### config.mk
export PLATFORM = sky130hd
export DESIGN_NAME = sr_prog_driver_flat
export DESIGN_NICKNAME = d
export VERILOG_FILES = /design/src/rtl/sr_pkg.sv /design/src/rtl/sr_prog_driver_if.sv /design/src/rtl/sr_excite.sv /design/src/rtl/sr_prog_driver.sv /design/src/flat_wrapper.sv
export SDC_FILE = /design/constraint.sdc
export NUM_CORES = 1
export LEC_CHECK = 0
export ABC_AREA = 1
export ABC_CLOCK_PERIOD_IN_PS = 1450
export BUFFER_PORTS_ARGS = -buffer_cell sky130_fd_sc_hd__buf_4
export CELL_PAD_IN_SITES_DETAIL_PLACEMENT = 1
export CELL_PAD_IN_SITES_GLOBAL_PLACEMENT = 1
export CORE_MARGIN = 5
export CORE_UTILIZATION = 35
export CTS_CLUSTER_DIAMETER = 80
export CTS_CLUSTER_SIZE = 28
export DETAILED_ROUTE_END_ITERATION = 16
export PLACE_DENSITY_LB_ADDON = 0.3
export SETUP_SLACK_MARGIN = 0.4
export SKIP_LAST_GASP = 1
export SYNTH_ARGS = -nofsm -noshare
export SYNTH_HDL_FRONTEND = slang
export SYNTH_HIERARCHICAL = 1
export SYNTH_SLANG_ARGS = --single-unit
export TNS_END_PERCENT = 50
### constraint.sdc
create_clock -name clk -period 1.45 [get_ports clk]
set_input_delay 0.145 -clock clk [delete_from_list [all_inputs] [get_ports clk]]
set_output_delay 0.145 -clock clk [all_outputs]
set_load 0.01 [all_outputs]
### src/rtl/sr_pkg.sv
// sr_pkg: shared FSM states and {s,r} excitation encodings for the SR programming driver.
package sr_pkg;
  typedef enum logic [1:0] {IDLE, DRIVE, SETTLE, CHECK} state_t;
  localparam logic [1:0] SR_HOLD    = 2'b00;
  localparam logic [1:0] SR_RST     = 2'b01;
  localparam logic [1:0] SR_SET     = 2'b10;
  localparam logic [1:0] SR_ILLEGAL = 2'b11;
endpackage

### src/rtl/sr_prog_driver_if.sv
// sr_prog_driver_if: request handshake, SR bank drive and status bundle.
// Ports: req_valid/req_data/req_ready request side, q_fb bank readback,
// s_out/r_out bank pulses, busy/done/err status. slave = driver, master = requester/bank.
interface sr_prog_driver_if #(parameter int WIDTH = 8);
  logic             req_valid;
  logic [WIDTH-1:0] req_data;
  logic             req_ready;
  logic [WIDTH-1:0] q_fb;
  logic [WIDTH-1:0] s_out;
  logic [WIDTH-1:0] r_out;
  logic             busy;
  logic             done;
  logic             err;
  modport master (output req_valid, req_data, q_fb,
                  input  req_ready, s_out, r_out, busy, done, err);
  modport slave  (input  req_valid, req_data, q_fb,
                  output req_ready, s_out, r_out, busy, done, err);
endinterface

### src/rtl/sr_excite.sv
// sr_excite: per-bit SR excitation from current q and target to {s,r}; never emits SR_ILLEGAL.
// Ports: q_i current bit, target_i desired bit, sr_o {s,r}.
module sr_excite
  import sr_pkg::*;
(
  input  logic       q_i,
  input  logic       target_i,
  output logic [1:0] sr_o
);
  always_comb sr_o = (q_i == target_i) ? SR_HOLD : (target_i ? SR_SET : SR_RST);
endmodule

### src/rtl/sr_prog_driver.sv
// sr_prog_driver: programs a WIDTH-bit SR flop bank to a requested word, verifying and retrying.
// Ports: clk, rst (sync, active-low), bus (slave modport of sr_prog_driver_if).
module sr_prog_driver
  import sr_pkg::*;
#(
  parameter int WIDTH     = 8,
  parameter int MAX_RETRY = 3
) (
  input  logic clk,
  input  logic rst,
  sr_prog_driver_if.slave bus
);
  localparam int RW = $clog2(MAX_RETRY + 1);
  state_t           state_q, state_d;
  logic [WIDTH-1:0] target_q, target_d;
  logic [RW-1:0]    retry_q, retry_d;
  logic [WIDTH-1:0] s_q, s_d, r_q, r_d, s_x, r_x;
  logic             done_q, done_d, err_q, err_d;
  for (genvar g = 0; g < WIDTH; g++) begin : g_ex
    logic [1:0] sr;
    sr_excite u_ex (.q_i(bus.q_fb[g]), .target_i(target_q[g]), .sr_o(sr));
    assign s_x[g] = sr[1];
    assign r_x[g] = sr[0];
  end
  always_comb begin
    state_d  = state_q;
    target_d = target_q;
    retry_d  = retry_q;
    s_d      = '0;
    r_d      = '0;
    done_d   = 1'b0;
    err_d    = 1'b0;
    case (state_q)
      IDLE: if (bus.req_valid) begin
        target_d = bus.req_data;
        retry_d  = '0;
        state_d  = DRIVE;
      end
      DRIVE: begin
        s_d     = s_x;
        r_d     = r_x;
        state_d = SETTLE;
      end
      SETTLE: state_d = CHECK;
      default: begin
        // X readback bits make the equality unknown, which falls to the retry/err path
        if (bus.q_fb == target_q) begin
          done_d  = 1'b1;
          state_d = IDLE;
        end else if (retry_q < RW'(MAX_RETRY)) begin
          retry_d = retry_q + 1'b1;
          state_d = DRIVE;
        end else begin
          err_d   = 1'b1;
          state_d = IDLE;
        end
      end
    endcase
  end
  always_ff @(posedge clk) begin
    if (!rst) begin
      state_q  <= IDLE;
      target_q <= '0;
      retry_q  <= '0;
      s_q      <= '0;
      r_q      <= '0;
      done_q   <= 1'b0;
      err_q    <= 1'b0;
    end else begin
      state_q  <= state_d;
      target_q <= target_d;
      retry_q  <= retry_d;
      s_q      <= s_d;
      r_q      <= r_d;
      done_q   <= done_d;
      err_q    <= err_d;
    end
  end
  assign bus.req_ready = (state_q == IDLE);
  assign bus.busy      = (state_q != IDLE);
  assign bus.s_out     = s_q;
  assign bus.r_out     = r_q;
  assign bus.done      = done_q;
  assign bus.err       = err_q;
endmodule

### src/flat_wrapper.sv
// flat-port wrapper written by rule: the top's interface ports become plain ports
module sr_prog_driver_flat import sr_pkg::*;
#(
  parameter int WIDTH     = 8,
  parameter int MAX_RETRY = 3
)
  (clk, rst, bus_req_valid, bus_req_data, bus_q_fb, bus_req_ready, bus_s_out, bus_r_out, bus_busy, bus_done, bus_err);
  sr_prog_driver_if #(.WIDTH(WIDTH)) bus_i ();
  input  logic clk;
  input  logic rst;
  input wire logic [$bits(bus_i.req_valid)-1:0] bus_req_valid;
  input wire logic [$bits(bus_i.req_data)-1:0] bus_req_data;
  input wire logic [$bits(bus_i.q_fb)-1:0] bus_q_fb;
  output wire logic [$bits(bus_i.req_ready)-1:0] bus_req_ready;
  output wire logic [$bits(bus_i.s_out)-1:0] bus_s_out;
  output wire logic [$bits(bus_i.r_out)-1:0] bus_r_out;
  output wire logic [$bits(bus_i.busy)-1:0] bus_busy;
  output wire logic [$bits(bus_i.done)-1:0] bus_done;
  output wire logic [$bits(bus_i.err)-1:0] bus_err;
  assign bus_i.req_valid = bus_req_valid;
  assign bus_i.req_data = bus_req_data;
  assign bus_i.q_fb = bus_q_fb;
  assign bus_req_ready = bus_i.req_ready;
  assign bus_s_out = bus_i.s_out;
  assign bus_r_out = bus_i.r_out;
  assign bus_busy = bus_i.busy;
  assign bus_done = bus_i.done;
  assign bus_err = bus_i.err;
  sr_prog_driver #(.WIDTH(WIDTH), .MAX_RETRY(MAX_RETRY)) u_core (.clk(clk), .rst(rst), .bus(bus_i));
endmodule
---- Word-level counts from Yosys, hierarchy flattened ----
Index checks and enable logic that the tools add are counted.
word-level totals
  flip-flop bits (word level) ............. 30
  RAM bits ................................ 0
  bits in read-only memories .............. 0
  bits of input ports ..................... 19
  latch bits .............................. 0
  memories kept ........................... 0
operators by class
  shift-type cells ........................ 0
  reduce and logical (&&, ||, !) cells .... 16
  $add $sub $neg .......................... 1
  div/mod/pow operators ................... 0
  $mul .................................... 0
  bitwise logic cells ..................... 3
  magnitude comparators ................... 1
  eq/ne operators ......................... 13
  multiplexer cells ....................... 18
operators with widths
  kind                                                count
  2-to-1 mux 2 bit                                    13
  OR reduction 3 bit                                  8
  == test 1 bit                                       8
  == test 8 bit                                       1
  case mux 2 bit (3 select lines)                     1
  OR reduction 5 bit                                  1
  != test 2 bit (second input constant)               2
  case mux 2 bit (2 select lines)                     1
  AND reduction 4 bit                                 1
  nonzero test 2 bit                                  2
  OR reduction 4 bit                                  1
  2-to-1 mux 1 bit                                    3
  inverter 1 bit                                      3
  adder 2 x 1 -> 2 bit (second input constant)        1
  == test 2 x 1 -> 1 bit (second input constant)      1
  == test 2 bit (second input constant)               1
  logical NOT 2 bit                                   1
  less-than comparator 2 bit (second input constant)  1
  AND reduction 2 bit                                 1
  OR reduction 2 bit                                  1

---- Depth between registers and ports, before layout ----
  depth in word-level cells ............... 4
  gate-level depth with buffers ........... 10

---- By module ----
The synthesis kept the hierarchy.
modules (own cells, without submodules)
  module          area an instance (um^2)  sequential area each (um^2)  instances  cells each
  sr_prog_driver  1,197.4                  600.6                        1          158
  sr_excite       15.0                     0.0                          8          4

---- Least setup slack after synthesis ----
No wires, ideal clock.
  path type ............................... register to register
  from .................................... register u_core.state_q[0]
  to ...................................... register u_core.retry_q[1]
  cell stages (with the launch flop) ...... 10
  arrival ................................. 1.302 ns
  clock period less this slack ............ 1.364 ns
  path slack .............................. 0.086 ns
  buffers on the path ..................... 0
  cells stage by stage .................... dfxtp_1 -> inv_1 -> ha_1 -> inv_2 -> nor2_1 -> nor2_2 -> nand3_1 -> nand2_1 -> inv_2 -> nor2_2
between the ends
  elaborated cells on any way between the ends .. 10
  those cells by class .................... eq/ne (4); mux (1); bitwise (1); reduce/logical (4)
RTL lines
  element                                                        line                  RTL
  from (decl)                                                    sr_prog_driver.sv:14  state_t state_q, state_d;
  from (signal assigned)                                         sr_prog_driver.sv:70  state_q <= state_d;
  logical NOT 2 bit (*)                                          -
  net bus_req_ready                                              flat_wrapper.sv:14    output wire logic [$bits(bus_i.req_ready)-1:0] bus_req_ready;
  != test 2 bit (no line) or nonzero test 2 bit (tied branches)  -
  AND reduction 4 bit (no line)                                  -
  to (signal assigned)                                           sr_prog_driver.sv:72  retry_q <= retry_d;
  to (decl)                                                      sr_prog_driver.sv:16  logic [RW-1:0] retry_q, retry_d;
Mark *: on every way through the listed nets, which the timed path passes. The rest lies on a longest branch.
A chain may end at the register's enable or synchronous reset.

---- Worst setup path in the final report ----
  from .................................... register u_core.state_q[0]
  to ...................................... register u_core.target_q[6]
between the ends
  cells in the longest elaborated chain, start to end .. 2
ends and longest elaborated chain
  element                        line                  RTL
  logical NOT 2 bit              sr_prog_driver.sv:33  case (state_q)
  AND reduction 2 bit (no line)  -
  to (signal assigned)           sr_prog_driver.sv:71  target_q <= target_d;
  to (decl)                      sr_prog_driver.sv:15  logic [WIDTH-1:0] target_q, target_d;
No other way between the ends.

==> flow_metrics.env <==
export IMPL_outcome="complete, no violations"
export IMPL_finalWeightedCongestion=0.748
export IMPL_worst_ep_arrival_time_ps=1370
export IMPL_grt_antenna_before_repair=0
export IMPL_initial_core_util_pct=36.0
export IMPL_post_synth_fa_ha_maj_area_fraction_pct=4.75
export IMPL_synth_compound_gate_area_share_pct=5.89
export IMPL_clk_root_buffer_cell="clkbuf_8"
export IMPL_tns_ps=0
export IMPL_via_count=1242
export IMPL_cts_sinks=30
export IMPL_seqPwrFrac_pct=39.2
export IMPL_power_report_internal_total_uw=1700
export IMPL_num_io_pins=39
export IMPL_grt_max_degree=17
export IMPL_final_setup_viols=0
export IMPL_drtPass1Iterations=4
export IMPL_synthesis_instances=190
export IMPL_fin_crit_ps=1200
export IMPL_reg2reg_slack_ps=250
export IMPL_row_count=22
export IMPL_chipHeight_um=71.4
export IMPL_post_cts_hold_buffer_count=0
export IMPL_clock_share_of_power_pct=27.2
export IMPL_pwr_share_comb_pct=33.7
export IMPL_finalCritPeriodShare_pct=82.8
export IMPL_cp_end_kind="flop"
export IMPL_clkLatencyLatePin_ps=280
export IMPL_synth_top_family_by_area="simple AND/OR/NAND/NOR gates"
export IMPL_htree_num_levels=2
export IMPL_ctsLongestPathBuffers=2
export IMPL_post_drt_wl_per_cell_um=11.9
export IMPL_pwr_density_cell_nw_per_um2=1330
export IMPL_netlist_top_cells_area="dfxtp_1 (46%), inv_1 (13%), nor2_1 (12%)"
export IMPL_grtUsageTotal_pct=15.3
export IMPL_fin_cells=291
export IMPL_synth_distinct_cells=19
export IMPL_worstReg2RegEnd="u_core/target_q[6]$_SDFFE_PN0P_"
export IMPL_ant_nets=0
export IMPL_tightestPinTransition_ps=319
export IMPL_route_final_wire_length_mm=3.47
export IMPL_worst_r2r_cell_count=6
export IMPL_mappedNetlistNets=214
export IMPL_power_switching_uw=849
export IMPL_type_of_origin_of_the_critical_path="flop"
export IMPL_mappedNetlistArea_um2=1320
export IMPL_synth_main_ff_cell="dfxtp_1"
export IMPL_number_of_buffers_created_by_cts=5
export IMPL_synthSimpleGateAreaFrac_pct=26.1
export IMPL_maxcap_viol_count=0
export IMPL_library_cell_with_the_largest_summed_area_after_synthesis="dfxtp_1"
export IMPL_synth_enable_flop_cells=0
export IMPL_min_path_cells=4
export IMPL_placed_cells_incl_taps=273
export IMPL_drt_drc_violations_left=0
export IMPL_num_fill_cells=500
export IMPL_slew_limit_headroom_pct=78.7
export IMPL_ys_warnings_count=6
export IMPL_floorplan_die_width_um=71.4
export IMPL_switching_part_of_the_total_pct=33.3
export IMPL_worstPathMaxFanout=14
export IMPL_area_delta_synth_final_pct=45.1
export IMPL_dp_worst_setup_slack_ps=241
export IMPL_vdd_drop_max_v=0.000618
export IMPL_yosysSeqAreaShare_pct=45.6
export IMPL_async_reset_ff_share_pct=0
export IMPL_min_delay_src="bus_q_fb[7]"
export IMPL_report_final_hold_viol_count=0
export IMPL_holdCritPathClass="in -> reg"
export IMPL_total_grt_overflow=0
export IMPL_most_numerous_cell_in_the_yosys_netlist="inv_1"
export IMPL_ys_top_cells_by_count="inv_1 (46), nor2_1 (43), dfxtp_1 (30), nand2_1 (29), o21ai_0 (9)"
export IMPL_violation_count_after_the_first_detailed_route_iteration=36
export IMPL_hold_path_end="u_core/bus.s_out[7]$_SDFF_PN0_"
export IMPL_routed_via_density=4.27
export IMPL_max_clock_freq_mhz=833
export IMPL_power_static_leakage_uw=0.000967
export IMPL_first_global_vias=1355
export IMPL_r2r_start="u_core/state_q[0]$_SDFFE_PN0N_"
export IMPL_synth_seq_cells=30
export IMPL_slew_violations=0
export IMPL_synth_avg_cell_area_um2=6.93
export IMPL_cts_tree="yes"
export IMPL_drive_gt1_share_pct=37.0
export IMPL_die_area_um2=5090
export IMPL_finish_net_count=266
export IMPL_setup_worst_path_class="reg -> reg"
export IMPL_synth_mux_area_share_pct=0
export IMPL_n_antenna_cell=0
export IMPL_synth_xor_area_share_pct=2.66
export IMPL_core_area_um2=3660
export IMPL_cts_reportedPaths_clkPinSlew_ps=60
export IMPL_worstPathRequired_ps=1620
export IMPL_grt_pass1_wl_mm=6.07
export IMPL_finalWorstSetupSlack_ps=250
export IMPL_post_synth_top_area_fraction_pct=45.6
export IMPL_rsz0062_at_grt="yes"
export IMPL_post_dp_hpwl_mm=2.38
export IMPL_post_route_skew_ps=4.47
export IMPL_io_buffer_count=38
-- how the worst max path moves through the flow --
stage / slack [ps] / end / from
floorplan: 330 / u_core/retry_q[1]$_SDFFE_PN0P_ / u_core/state_q[0]$_SDFFE_PN0N_
global placement: 260 / u_core/retry_q[1]$_SDFFE_PN0P_ / u_core/target_q[6]$_SDFFE_PN0P_
detailed placement: 240 / u_core/retry_q[1]$_SDFFE_PN0P_ / u_core/target_q[6]$_SDFFE_PN0P_
CTS: 270 / bus_busy / u_core/state_q[0]$_SDFFE_PN0N_
global route: 180 / u_core/retry_q[1]$_SDFFE_PN0P_ / u_core/target_q[6]$_SDFFE_PN0P_
finish: 250 / u_core/target_q[6]$_SDFFE_PN0P_ / u_core/state_q[0]$_SDFFE_PN0N_
-- stage by stage --
step	cell area (µm²)	hold WS (ps)	total power, µW	utilization (%)
final	1910	114	2550	52.2
after global routing	1910	108	2730	52.2
after CTS	1900	106	2550	51.8
after detailed placement	1690	408	1720	46.2
after global placement	1690	405	1700	46.2
after floorplan	1370	286	1510	-
-- kinds of logic (layout without fill, tap and decap cells) --
logic type               after synthesis  after routing
adder cells (fa/ha/maj)                5              5
flip-flops                            30             30
AND/OR/NAND/NOR                       84             84
XOR/XNOR                               4              4
AO/OA/AOI/OAI                         15             15
buffers and inverters                 52            105
-- area by class of cell --
class / instances / area [µm²] / area share, %
flip-flops and latches: 30 / 616 / 32.2
multi-input cells: 108 / 592 / 31.0
repair buffers: 48 / 364 / 19.0
inverters: 49 / 189 / 9.88
clock buffers: 7 / 86.3 / 4.52
well taps: 48 / 60.1 / 3.14
clock inverters: 1 / 5.00 / 0.262
-- flip-flops by register name (all words and copies together) (netlist names) --
signal	count
u_core/bus.r_out	8
u_core/retry_q	2
u_core/bus.err	1
u_core/bus.done	1
u_core/bus.s_out	8
u_core/target_q	8
u_core/state_q	2
-- placed cells by master, fill, tap and decap left out, drive strengths merged --
master and n:
clkbuf 7, inv 49, nand2 29, xnor2 4, and3 1, nand3 3, ha 5, nor2 47
clkinv 1, a21oi 5, nor3 2, buf 48, nand4 2, a211oi 1, o21ai 9, dfxtp 30
-- routing by layer --
layer	wire length, µm	GRT usage (%)	vias up	share of wire [%]
met5	0	0	-	0
met4	51	8.14	0	1.5
met3	218	4.35	5	6.3
met2	1810	27.0	23	52
met1	1390	16.4	562	40
li1	-	-	652	-
-- worst max-delay path, stage by stage (launching register included) --
cell     delay, ps
dfxtp_2        330
inv_2           50
ha_4           180
nand2_2        200
inv_1          130
nor2_1         130
nor2_1          60
-- repair_timing --
action	4_1_cts	5_1_grt
resized for setup	20	2
pin swaps	16	3
buffers inserted	9	1
endpoints found under the setup margin	32	32
-- power by group through the flow --
stage | logic, µW | registers (µW) | clock network [µW]
4_1_cts | 837 | 995 | 714
3_3_place_gp | 687 | 1010 | 0
2_1_floorplan | 498 | 1010 | 0
5_1_grt | 960 | 1010 | 757
6_report | 858 | 997 | 692
3_5_place_dp | 706 | 1010 | 0
(Power assumes the default switching activity.)
